### config.mk
export PLATFORM = sky130hd
export DESIGN_NAME = dna_search_sequencer
export DESIGN_NICKNAME = d
export VERILOG_FILES = /design/src/rtl/dna_search_sequencer.sv
export SDC_FILE = /design/constraint.sdc
export NUM_CORES = 1
export LEC_CHECK = 0
export ABC_AREA = 1
export CORE_MARGIN = 4
export CORE_UTILIZATION = 28
export DETAILED_ROUTE_END_ITERATION = 8
export PLACE_DENSITY = 0.51
export SLEW_MARGIN = 30
export SYNTH_ARGS = -nofsm -noshare
export SYNTH_HDL_FRONTEND = slang
export SYNTH_SLANG_ARGS = --single-unit
export TNS_END_PERCENT = 30
### constraint.sdc
create_clock -name clock -period 3 [get_ports clock]
set_input_delay 0.6 -clock clock [delete_from_list [all_inputs] [get_ports clock]]
set_output_delay 0.6 -clock clock [all_outputs]
set_load 0.05 [all_outputs]
### src/rtl/dna_search_sequencer.sv
// Job scheduler in front of the DNA pattern-search FSM.
// Requests (DNA lengths) are queued in a small FIFO. Each one is launched
// with a single-cycle start pulse, watched by a watchdog while the searcher
// runs, and answered with one result record over a valid/ack handshake.
module dna_search_sequencer #(
    parameter int          DEPTH   = 4,
    parameter logic [15:0] MAX_LEN = 16'd4096,
    parameter int          TIMEOUT = 1024
) (
    input  logic        clock,
    input  logic        reset,
    input  logic        job_valid,
    input  logic [15:0] job_length,
    output logic        job_ready,
    output logic        srch_ready,
    output logic [15:0] srch_length,
    input  logic        srch_done,
    input  logic        srch_found,
    input  logic        srch_error,
    output logic        res_valid,
    output logic        res_found,
    output logic        res_error,
    output logic        res_timeout,
    input  logic        res_ack,
    output logic        busy,
    output logic [7:0]  jobs_done
);

    localparam int AW = $clog2(DEPTH);
    localparam int WW = $clog2(TIMEOUT) + 1;
    localparam logic [WW-1:0] WD_LAST = WW'(TIMEOUT - 1);

    typedef enum logic [1:0] {
        ST_IDLE,
        ST_LAUNCH,
        ST_WAIT,
        ST_REPORT
    } state_t;

    state_t        state;
    state_t        state_next;

    logic [15:0]   mem [DEPTH];
    logic [AW:0]   wr_ptr;
    logic [AW:0]   rd_ptr;
    logic          empty;
    logic          full;
    logic          push;
    logic          pop;
    logic [15:0]   head;
    logic          head_bad;

    logic [WW-1:0] wd;
    logic [15:0]   len_reg;
    logic          cap_reject;
    logic          cap_done;
    logic          cap_timeout;
    logic          ack_take;

    // Pointers carry one extra wrap bit so full and empty are distinguishable.
    assign empty     = (wr_ptr == rd_ptr);
    assign full      = (wr_ptr[AW] != rd_ptr[AW]) &&
                       (wr_ptr[AW-1:0] == rd_ptr[AW-1:0]);
    assign job_ready = !full;
    assign push      = job_valid && job_ready;
    assign head      = mem[rd_ptr[AW-1:0]];
    assign head_bad  = (head == 16'd0) || (head > MAX_LEN);

    // Outputs that follow the current state directly; a reset returns
    // state to IDLE, so srch_ready drops at the reset edge itself.
    assign srch_ready  = (state == ST_LAUNCH);
    assign res_valid   = (state == ST_REPORT);
    assign busy        = (state != ST_IDLE) || !empty;
    assign srch_length = len_reg;

    // FIFO storage; holds data only, so it is not reset.
    always_ff @(posedge clock) begin
        if (push) begin
            mem[wr_ptr[AW-1:0]] <= job_length;
        end
    end

    // Next-state logic: pop in IDLE, one-cycle launch, wait with watchdog,
    // then hold the result until the consumer acknowledges it.
    always_comb begin
        state_next  = state;
        pop         = 1'b0;
        cap_reject  = 1'b0;
        cap_done    = 1'b0;
        cap_timeout = 1'b0;
        ack_take    = 1'b0;
        case (state)
            ST_IDLE: begin
                if (!empty) begin
                    pop = 1'b1;
                    if (head_bad) begin
                        cap_reject = 1'b1;
                        state_next = ST_REPORT;
                    end else begin
                        state_next = ST_LAUNCH;
                    end
                end
            end
            ST_LAUNCH: begin
                state_next = ST_WAIT;
            end
            ST_WAIT: begin
                // done is tested first so it wins a tie with expiry
                if (srch_done) begin
                    cap_done   = 1'b1;
                    state_next = ST_REPORT;
                end else if (wd == WD_LAST) begin
                    cap_timeout = 1'b1;
                    state_next  = ST_REPORT;
                end
            end
            ST_REPORT: begin
                if (res_ack) begin
                    ack_take   = 1'b1;
                    state_next = ST_IDLE;
                end
            end
            default: begin
                state_next = ST_IDLE;
            end
        endcase
    end

    // Registered control: state, FIFO pointers, watchdog, result record
    // and the acknowledged-job counter.
    always_ff @(posedge clock) begin
        if (reset) begin
            state       <= ST_IDLE;
            wr_ptr      <= '0;
            rd_ptr      <= '0;
            wd          <= '0;
            len_reg     <= 16'd0;
            res_found   <= 1'b0;
            res_error   <= 1'b0;
            res_timeout <= 1'b0;
            jobs_done   <= 8'd0;
        end else begin
            state <= state_next;
            if (push) begin
                wr_ptr <= wr_ptr + 1'b1;
            end
            if (pop) begin
                rd_ptr  <= rd_ptr + 1'b1;
                len_reg <= head;
            end
            if (state == ST_LAUNCH) begin
                wd <= '0;
            end else if (state == ST_WAIT) begin
                wd <= wd + 1'b1;
            end
            if (cap_reject) begin
                res_found   <= 1'b0;
                res_error   <= 1'b1;
                res_timeout <= 1'b0;
            end else if (cap_done) begin
                res_found   <= srch_found;
                res_error   <= srch_error;
                res_timeout <= 1'b0;
            end else if (cap_timeout) begin
                res_found   <= 1'b0;
                res_error   <= 1'b0;
                res_timeout <= 1'b1;
            end
            if (ack_take) begin
                jobs_done <= jobs_done + 1'b1;
            end
        end
    end

endmodule

-- Yosys cells after proc, flatten, opt, wreduce, memory -nomap -nowiden
Memory sizes are Yosys's and may differ from the RTL's. A register that Yosys moved wholly into a read port is not among the register bits.
Index checks and enable logic that the tools add are counted.
- memory bits (read-only): 0
- memories: 1
- register bits: 46
- bits of input ports: 23
- logic and storage cells: 66
- output and inout port bits: 31
- bits in latches: 0
- bits in writable memories: 64
- memory list (name ; depth ; width ; rd ports ; clocked after Yosys merged registers in ; wr ports ; line ; RTL):
    mem ; 4 ; 16 ; 1 ; 1 ; 1 ; 43 ; logic [15:0] mem [DEPTH];
- bitwise operators: 0
- multipliers: 0
- div/mod/pow operators: 0
- shift operators: 0
- $add $sub $neg: 4
- eq/ne operators: 10
- reduce and logical (&&, ||, !) cells: 15
- order comparisons: 1
- muxes and demuxes: 26
- operator list (cell ; number):
    $mux W1 ; 18
    $gt A16 B13 Y1 const B ; 1
    $logic_not A16 Y1 ; 1
    $mux W2 ; 7
    $add A11 B1 Y11 const B ; 1
    $eq A11 B10 Y1 const B ; 1
    $add A8 B1 Y8 const B ; 1
    $pmux W2 S4 ; 1
    $add A3 B1 Y3 const B ; 2
    $eq A2 B2 Y1 const B ; 2
    $reduce_bool A2 Y1 ; 2
    $reduce_or A2 Y1 ; 2
    $eq A3 B3 Y1 ; 1
    $ne A3 B3 Y1 const B ; 1
    $reduce_and A3 Y1 ; 1
    $reduce_bool A3 Y1 ; 1
    $reduce_or A3 Y1 ; 1
    $eq A2 B1 Y1 const B ; 1
    $eq A2 B2 Y1 ; 1
    $logic_and A1 B1 Y1 ; 2
    $logic_not A1 Y1 ; 2
    $logic_not A2 Y1 ; 1
    $logic_or A1 B1 Y1 ; 2
    $ne A2 B1 Y1 const B ; 1
    2 further kinds ; 2

-- Depth between registers and ports, before layout
Gate-level depths: netlist of the first run.
- word-level depth: 7
- gate-level depth with buffers: 14

-- Worst setup path after synthesis of the first run
Ideal clock, no wire load.
- path type: register -> register
- from: register rd_ptr[2]
- to: register wr_ptr[2]
- period minus slack after synthesis: 2.428 ns
- slack: 0.572 ns
- stages on the path, launching flop included: 8
- arrival: 2.313 ns
- buffers on the path: 0
- required time: 2.885 ns
- cells stage by stage: dfxtp_1 xnor2_1 nand3b_1 nand2_1 nor2_1 nand2_1 nand2_1 o21ba_2
- cells in the longest elaborated chain, start to end: 4
- RTL lines (item ; line ; RTL):
    start, declared ; 45 ; logic [AW:0] rd_ptr;
    start signal, assigned ; 148 ; rd_ptr <= rd_ptr + 1'b1;
    $ne A1 B1 Y1 ; 62 ; assign full = (wr_ptr[AW] != rd_ptr[AW]) &&
    $logic_and A1 B1 Y1 ; 62 ;
    $logic_not A1 Y1 ; 64 ; assign job_ready = !full;
    net job_ready ; 14 ; output logic job_ready,
    $logic_and A1 B1 Y1 ; 65 ; assign push = job_valid && job_ready;
    end signal, assigned ; 145 ; wr_ptr <= wr_ptr + 1'b1;
    end, declared ; 44 ; logic [AW:0] wr_ptr;
The timed path passes the listed nets, and every way through them passes these cells.
A chain may end at the register's enable or synchronous reset.

-- Worst setup path after layout of the first run
- from: register state[0]
- to: output port busy
- cells in the longest elaborated chain, start to end: 2
- RTL lines (item ; line ; RTL):
    start, declared ; 40 ; state_t state;
    start signal, assigned ; 143 ; state <= state_next;
    $reduce_bool A2 Y1 ; 73 ; assign busy = (state != ST_IDLE) || !empty;
    $logic_or A1 B1 Y1 ; 73 ;
    end, declared ; 25 ; output logic busy,
No other way between the ends.

==> results of run 1 <==
## worst paths after layout
path / from / endpoint / slack, ns / cells after the start
setup / recovery: state[0]$_SDFFE_PP0P_ / busy / 0.31 / 6
hold / removal: wd[8]$_SDFFE_PP0P_ / wd[8]$_SDFFE_PP0P_ / 0.47 / 2
setup reg to reg: flop / res_found$_SDFFE_PP0P_ / 0.92 / 11
hold reg to reg: wd[8]$_SDFFE_PP0P_ / wd[8]$_SDFFE_PP0P_ / 0.47 / 2
## placed cells by master (no fill, tap or decap), types with 2 or more instances in the layout
| cell type | instances |
|---|---|
| a21oi_1 | 40 |
| buf_4 | 8 |
| clkbuf_16 | 9 |
| clkdlybuf4s50_1 | 53 |
| clkinv_1 | 2 |
| dfxtp_1 | 48 |
| edfxtp_1 | 64 |
| ha_1 | 11 |
| inv_1 | 30 |
| inv_6 | 2 |
| nand2_1 | 122 |
| nand3_1 | 39 |
| nand4_1 | 3 |
| nor2_1 | 37 |
| nor3_1 | 3 |
| o21ai_0 | 33 |
| xnor2_1 | 4 |
## power by group
| part | internal [W] | total [W] | switching (W) |
|---|---|---|---|
| Sequential | 0.00180 | 0.00190 | 0.000108 |
| Combinational | 0.000463 | 0.00149 | 0.00103 |
| Clock | 0.000579 | 0.00114 | 0.000565 |
## cells by family after synthesis
| kind of cell | share of synthesized area (%) |
|---|---|
| compound gates | 8.58 |
| fa+ha+maj | 3.02 |
| flops | 63.3 |
| buf+inv | 5.25 |
| xor+xnor | 0.770 |
| simple gates | 19.0 |
## metal layers
metal | GRT usage (%) | up-vias
met5 | 0 | -
met4 | 4.37 | 0
met3 | 3.23 | 12
met2 | 19.6 | 55
met1 | 13.2 | 1494
li1 | - | 1663
## through the flow
stage          worst slack, ns  total power [W]
2_1_floorplan            0.572          0.00302
3_3_place_gp             0.748          0.00343
3_5_place_dp             0.669          0.00345
4_1_cts                  0.273          0.00461
5_1_grt                  0.210          0.00485
6_report                 0.305          0.00454
## critical path, stage by stage, from the launching register on
cell	delay, ns
dfxtp_1	0.36
inv_1	0.08
ha_1	0.26
inv_1	0.11
nor2_1	0.07
inv_1	0.06
clkdlybuf4s50_1	0.80
## registers in the layout (all words and copies together), names as in the netlist, named ones only
signal / flops
wd: 11
wr_ptr: 3
srch_length: 16
state: 2
res_timeout: 1
mem: 64
jobs_done: 8
rd_ptr: 3
res_error: 1
res_found: 1
## layout make-up
class / instances / area [µm²]
well taps: 216 / 270
flip-flops and latches: 112 / 2880
repair buffers: 61 / 591
multi-input cells: 300 / 1430
clock inverters: 7 / 62.6
clock buffers: 9 / 225
fillers: 1613 / 10300
inverters: 33 / 126
==> impl_metrics.yaml, run 1 <==
run_status:
  run_status: "finished clean"
placed_design:
  port_buffers: 53
  gpl.final_weighted_congestion: 0.791
  dpl_hpwl_um: 6680
  dpl_cell_area_um2: 5300
  dp.cells: 722
die:
  die_width_um: 135
  fp.dieArea_um2: 18400
  die_y_um: 135
  effective_utilization_at_floorplan_pct: 28.6
  boundaryPins: 54
  core-area_um2: 15900
  total_number_of_placement_rows: 46
yosys:
  yosysUniqueCellTypes: 27
  synth-edff-count: 64
  synth_nets: 495
  synthesis.area_per_instance_um2: 9.87
  synthDominantAreaCellType: "edfxtp_1"
  cell_with_the_most_instances_after_synthesis: "nand2_1"
  yosys-top-cells-area: "edfxtp_1 (42%), dfxtp_1 (21%), nand2_1 (10%), a21oi_1 (4.4%), nand3_1 (4.3%)"
  synth.yosys.warnings: 0
  dominantRegCellSynth: "edfxtp_1"
  netlist_top_cells_count: "nand2_1 (122), edfxtp_1 (64), dfxtp_1 (48), a21oi_1 (40), nand3_1 (39)"
  synth.cell_area_um2: 4550
  synth_seq_cells: 112
  asyncSetResetFlopFracSynth_pct: 0
  yosys.area.top_type_share_pct: 42.2
  synthesis.instances: 461
  synth.yosys.seq_area_share_pct: 63.3
route:
  routed_wire_length_per_instance_um: 13.2
  avgViaCountPerCell: 4.37
  detail_route.wirelength_um: 9710
  dr.first_iter.drc_count: 154
  drcViolationCount: 0
  num_vias: 3224
  dr_wl_met3_um: 390
  met2RoutedLength_um: 4710
  dr.pass1.iters: 4
  route.antenna.remaining_nets: 0
  routedLengthMet1_um: 4430
  maxUsedRoutingLayer: "met4"
clock_tree:
  cts_buffers: 9
  cts_tree: "done"
  clk_path_buf_depth: 2
  clock_sink_count: 112
  clkLatencyLatePin_ns: 0.36
  postCtsSetupBuffers: 0
  cts-root-buf: "clkbuf_16"
  cts.reportedPaths.clkPinSlew_ns: 0.07
  hold_bufs_inserted_after_cts: 0
  cts_resized: 0
  h-tree-depth: 3
global_routing:
  antenna_found_initial: 0
  globalRouteTotalUtil_pct: 11.3
  globalRoute.totalOverflow: 0
  grt_start_max_net_pins: 37
  via_count_of_the_first_global_routing_pass: 3197
  grt_pass1_wl_um: 15900
cells_and_area:
  final_core_utilization_pct: 35.2
  synthToLayoutAreaGrowth_pct: 22.8
  n_antenna_cell: 0
  final_cell_area_um2: 5590
  total_nets_final: 551
  ratio_of_cells_with_drive_above_1_in_the_final_layout_pct: 5.56
  layoutNonFillerInstCount: 738
sta:
  timing.hold.ws_ns: 0.469
  count_of_endpoints_failing_hold_in_the_final_timing_report: 0
  max_freq_mhz: 371
  slew_headroom_pct: 64.4
  report.final.setup_viol: 0
  timing.clock.skew_ns: 0.00785
  tightestPinTransition_ns: 0.532
  final.period_utilization_pct: 89.8
  fin_tns_setup_ns: 0
  rsz_0062_raised_after_global_routing: "false"
  final_period_minus_worst_setup_slack_ns: 2.69
  timing_max_transition_violations_final: 0
pwr:
  power.ir.vdd_worst_uv: 363
  pwr_density_nw_per_um2: 812
  power.static_leakage_nw: 2.09
hold_path:
  min_path_type: "flop to flop"
run:
  timing.max_cap.violations: 0
critical_path:
  worst_ep_arrival_time_ns: 2.09
  setup.worst_path.class: "flop to output pin"
  critical_path.startpoint_type: "flop"
  worst-path-max-fanout: 4
  end_kind: "output pin"
  cp_data_required_time_ns: 2.40
Power figures use the tool's default switching activity.
==> run 2, diff against run 1 <==
- DONT_BUFFER_PORTS: not set -> 1
- PLACE_DENSITY: 0.51 -> 0.46
==> run 2 against run 1 <==
- routed wire length up 1.8%
- sequential share of layout area up 5.4 points
- setup slack gained 0.52 ns
- utilization shrank 3.3 points
==> impl_metrics.yaml, run 2 (synthesis results as in run 1) <==
placed_design:
  dpl_hpwl_um: 6600
  port_buffers: 0
  gpl.final_weighted_congestion: 0.756
critical_path:
  worst_ep_arrival_time_ns: 1.58
  cp_data_required_time_ns: 2.40
  worst-path-max-fanout: 4
  critical_path.startpoint_type: "flop"
  setup.worst_path.class: "flop to output pin"
  end_kind: "output pin"
sta:
  fin_tns_setup_ns: 0
  max_freq_mhz: 459
  final.period_utilization_pct: 72.5
  report.final.setup_viol: 0
  final_period_minus_worst_setup_slack_ns: 2.18
  timing.hold.ws_ns: 0.307
  rsz_0062_raised_after_global_routing: "false"
  timing.clock.skew_ns: 0.00735
  slew_headroom_pct: 41.1
  timing_max_transition_violations_final: 0
  count_of_endpoints_failing_hold_in_the_final_timing_report: 0
  tightestPinTransition_ns: 0.883
die:
  die_width_um: 135
  die_y_um: 135
  boundaryPins: 54
  fp.dieArea_um2: 18400
  total_number_of_placement_rows: 46
  effective_utilization_at_floorplan_pct: 28.6
  core-area_um2: 15900
clock_tree:
  cts_resized: 0
  cts_buffers: 9
  postCtsSetupBuffers: 0
  cts.reportedPaths.clkPinSlew_ns: 0.07
  clk_path_buf_depth: 2
  cts-root-buf: "clkbuf_16"
  hold_bufs_inserted_after_cts: 0
  clkLatencyLatePin_ns: 0.35
  h-tree-depth: 3
  cts_tree: "done"
  clock_sink_count: 112
route:
  detail_route.wirelength_um: 9890
  routed_wire_length_per_instance_um: 14.4
  route.antenna.remaining_nets: 0
  num_vias: 3038
  dr.pass1.iters: 4
  drcViolationCount: 0
  avgViaCountPerCell: 4.43
  dr.first_iter.drc_count: 150
cells_and_area:
  total_nets_final: 499
  n_antenna_cell: 0
  largest_register_ffs: 64
  most_used_cells_in_the_layout_excluding_fill_and_tap_cells: "nand2_1 (122), edfxtp_1 (64), dfxtp_1 (48)"
  final_common_cell: "nand2_1"
  synthToLayoutAreaGrowth_pct: 11.2
  ratio_of_cells_with_drive_above_1_in_the_final_layout_pct: 6.38
  fill_cells: 1640
global_routing:
  globalRouteTotalUtil_pct: 11.3
  antenna_found_initial: 0
  via_count_of_the_first_global_routing_pass: 2927
  grt_pass1_wl_um: 15800
  grt_start_max_net_pins: 37
  globalRoute.totalOverflow: 0
run:
  timing.max_cap.violations: 0
run_status:
  run_status: "finished clean"
pwr:
  power.static_leakage_nw: 1.90
  power.ir.vdd_worst_uv: 274
  pwr_density_nw_per_um2: 861
hold_path:
  min_path_type: "input pin to flop"
[run 2: cell count changes in the layout (fill, tap and decap cells not counted), sizes merged]
cell / previous run / this run
clkdlybuf4s50: 53 / 0
buf: 8 / 9
clkinv: 5 / 2
inv: 35 / 38
[run 2: final timing paths]
| kind | start | endpoint | slack (ns) | cells after the start |
|---|---|---|---|---|
| worst max register to register | wr_ptr[2]$_SDFFE_PP0P_ | wr_ptr[2]$_SDFFE_PP0P_ | 1.10 | 9 |
| worst max-delay path | state[0]$_SDFFE_PP0P_ | busy | 0.82 | 5 |
| worst min-delay path | reset | res_error$_SDFFE_PP0P_ | 0.31 | 1 |
| worst min register to register | wd[8]$_SDFFE_PP0P_ | wd[8]$_SDFFE_PP0P_ | 0.47 | 2 |
[run 2: metal layers]
metal  global-route usage [%]  share of wire (%)
met1                     13.3                 43
met2                     18.1                 47
met3                     4.57                8.2
met4                     5.04                2.0
met5                        0                  0
[run 2: critical path, cell delays in order, from the launching register on]
cell and delay, ns:
dfxtp_1 0.36, inv_1 0.09, ha_1 0.25, inv_1 0.10, nor2_1 0.07, inv_1 0.35
[run 2: power by group]
group	total [W]	internal, W	leakage (nW)	switching (W)
logic	0.00101	0.000293	0.775	0.000718
clock network	0.00116	0.000582	0.141	0.000577
registers	0.00219	0.00180	0.980	0.000390
total	0.00436	0.00267	1.90	0.00168
[run 2: through the flow]
stage,util (%),cells,setup WS (ns),cell area [µm²],total power [W]
3_5_place_dp,30.1,670,1.10,4780,0.00325
5_1_grt,31.9,686,0.675,5060,0.00465
4_1_cts,31.9,686,0.807,5060,0.00443
6_report,31.9,686,0.824,5060,0.00436
2_1_floorplan,-,461,0.572,4550,0.00302
3_3_place_gp,30.1,670,1.11,4780,0.00324
[run 2: final cells by class]
cell class                      count  area [µm²]  area share [%]
Clock buffer                        9         225            4.45
Clock inverter                      7        58.8            1.16
Inverter                           33         126            2.50
Multi-Input combinational cell    300        1430            28.2
Sequential cell                   112        2880            57.0
Tap cell                          216         270            5.34
Timing Repair Buffer                9        67.6            1.34
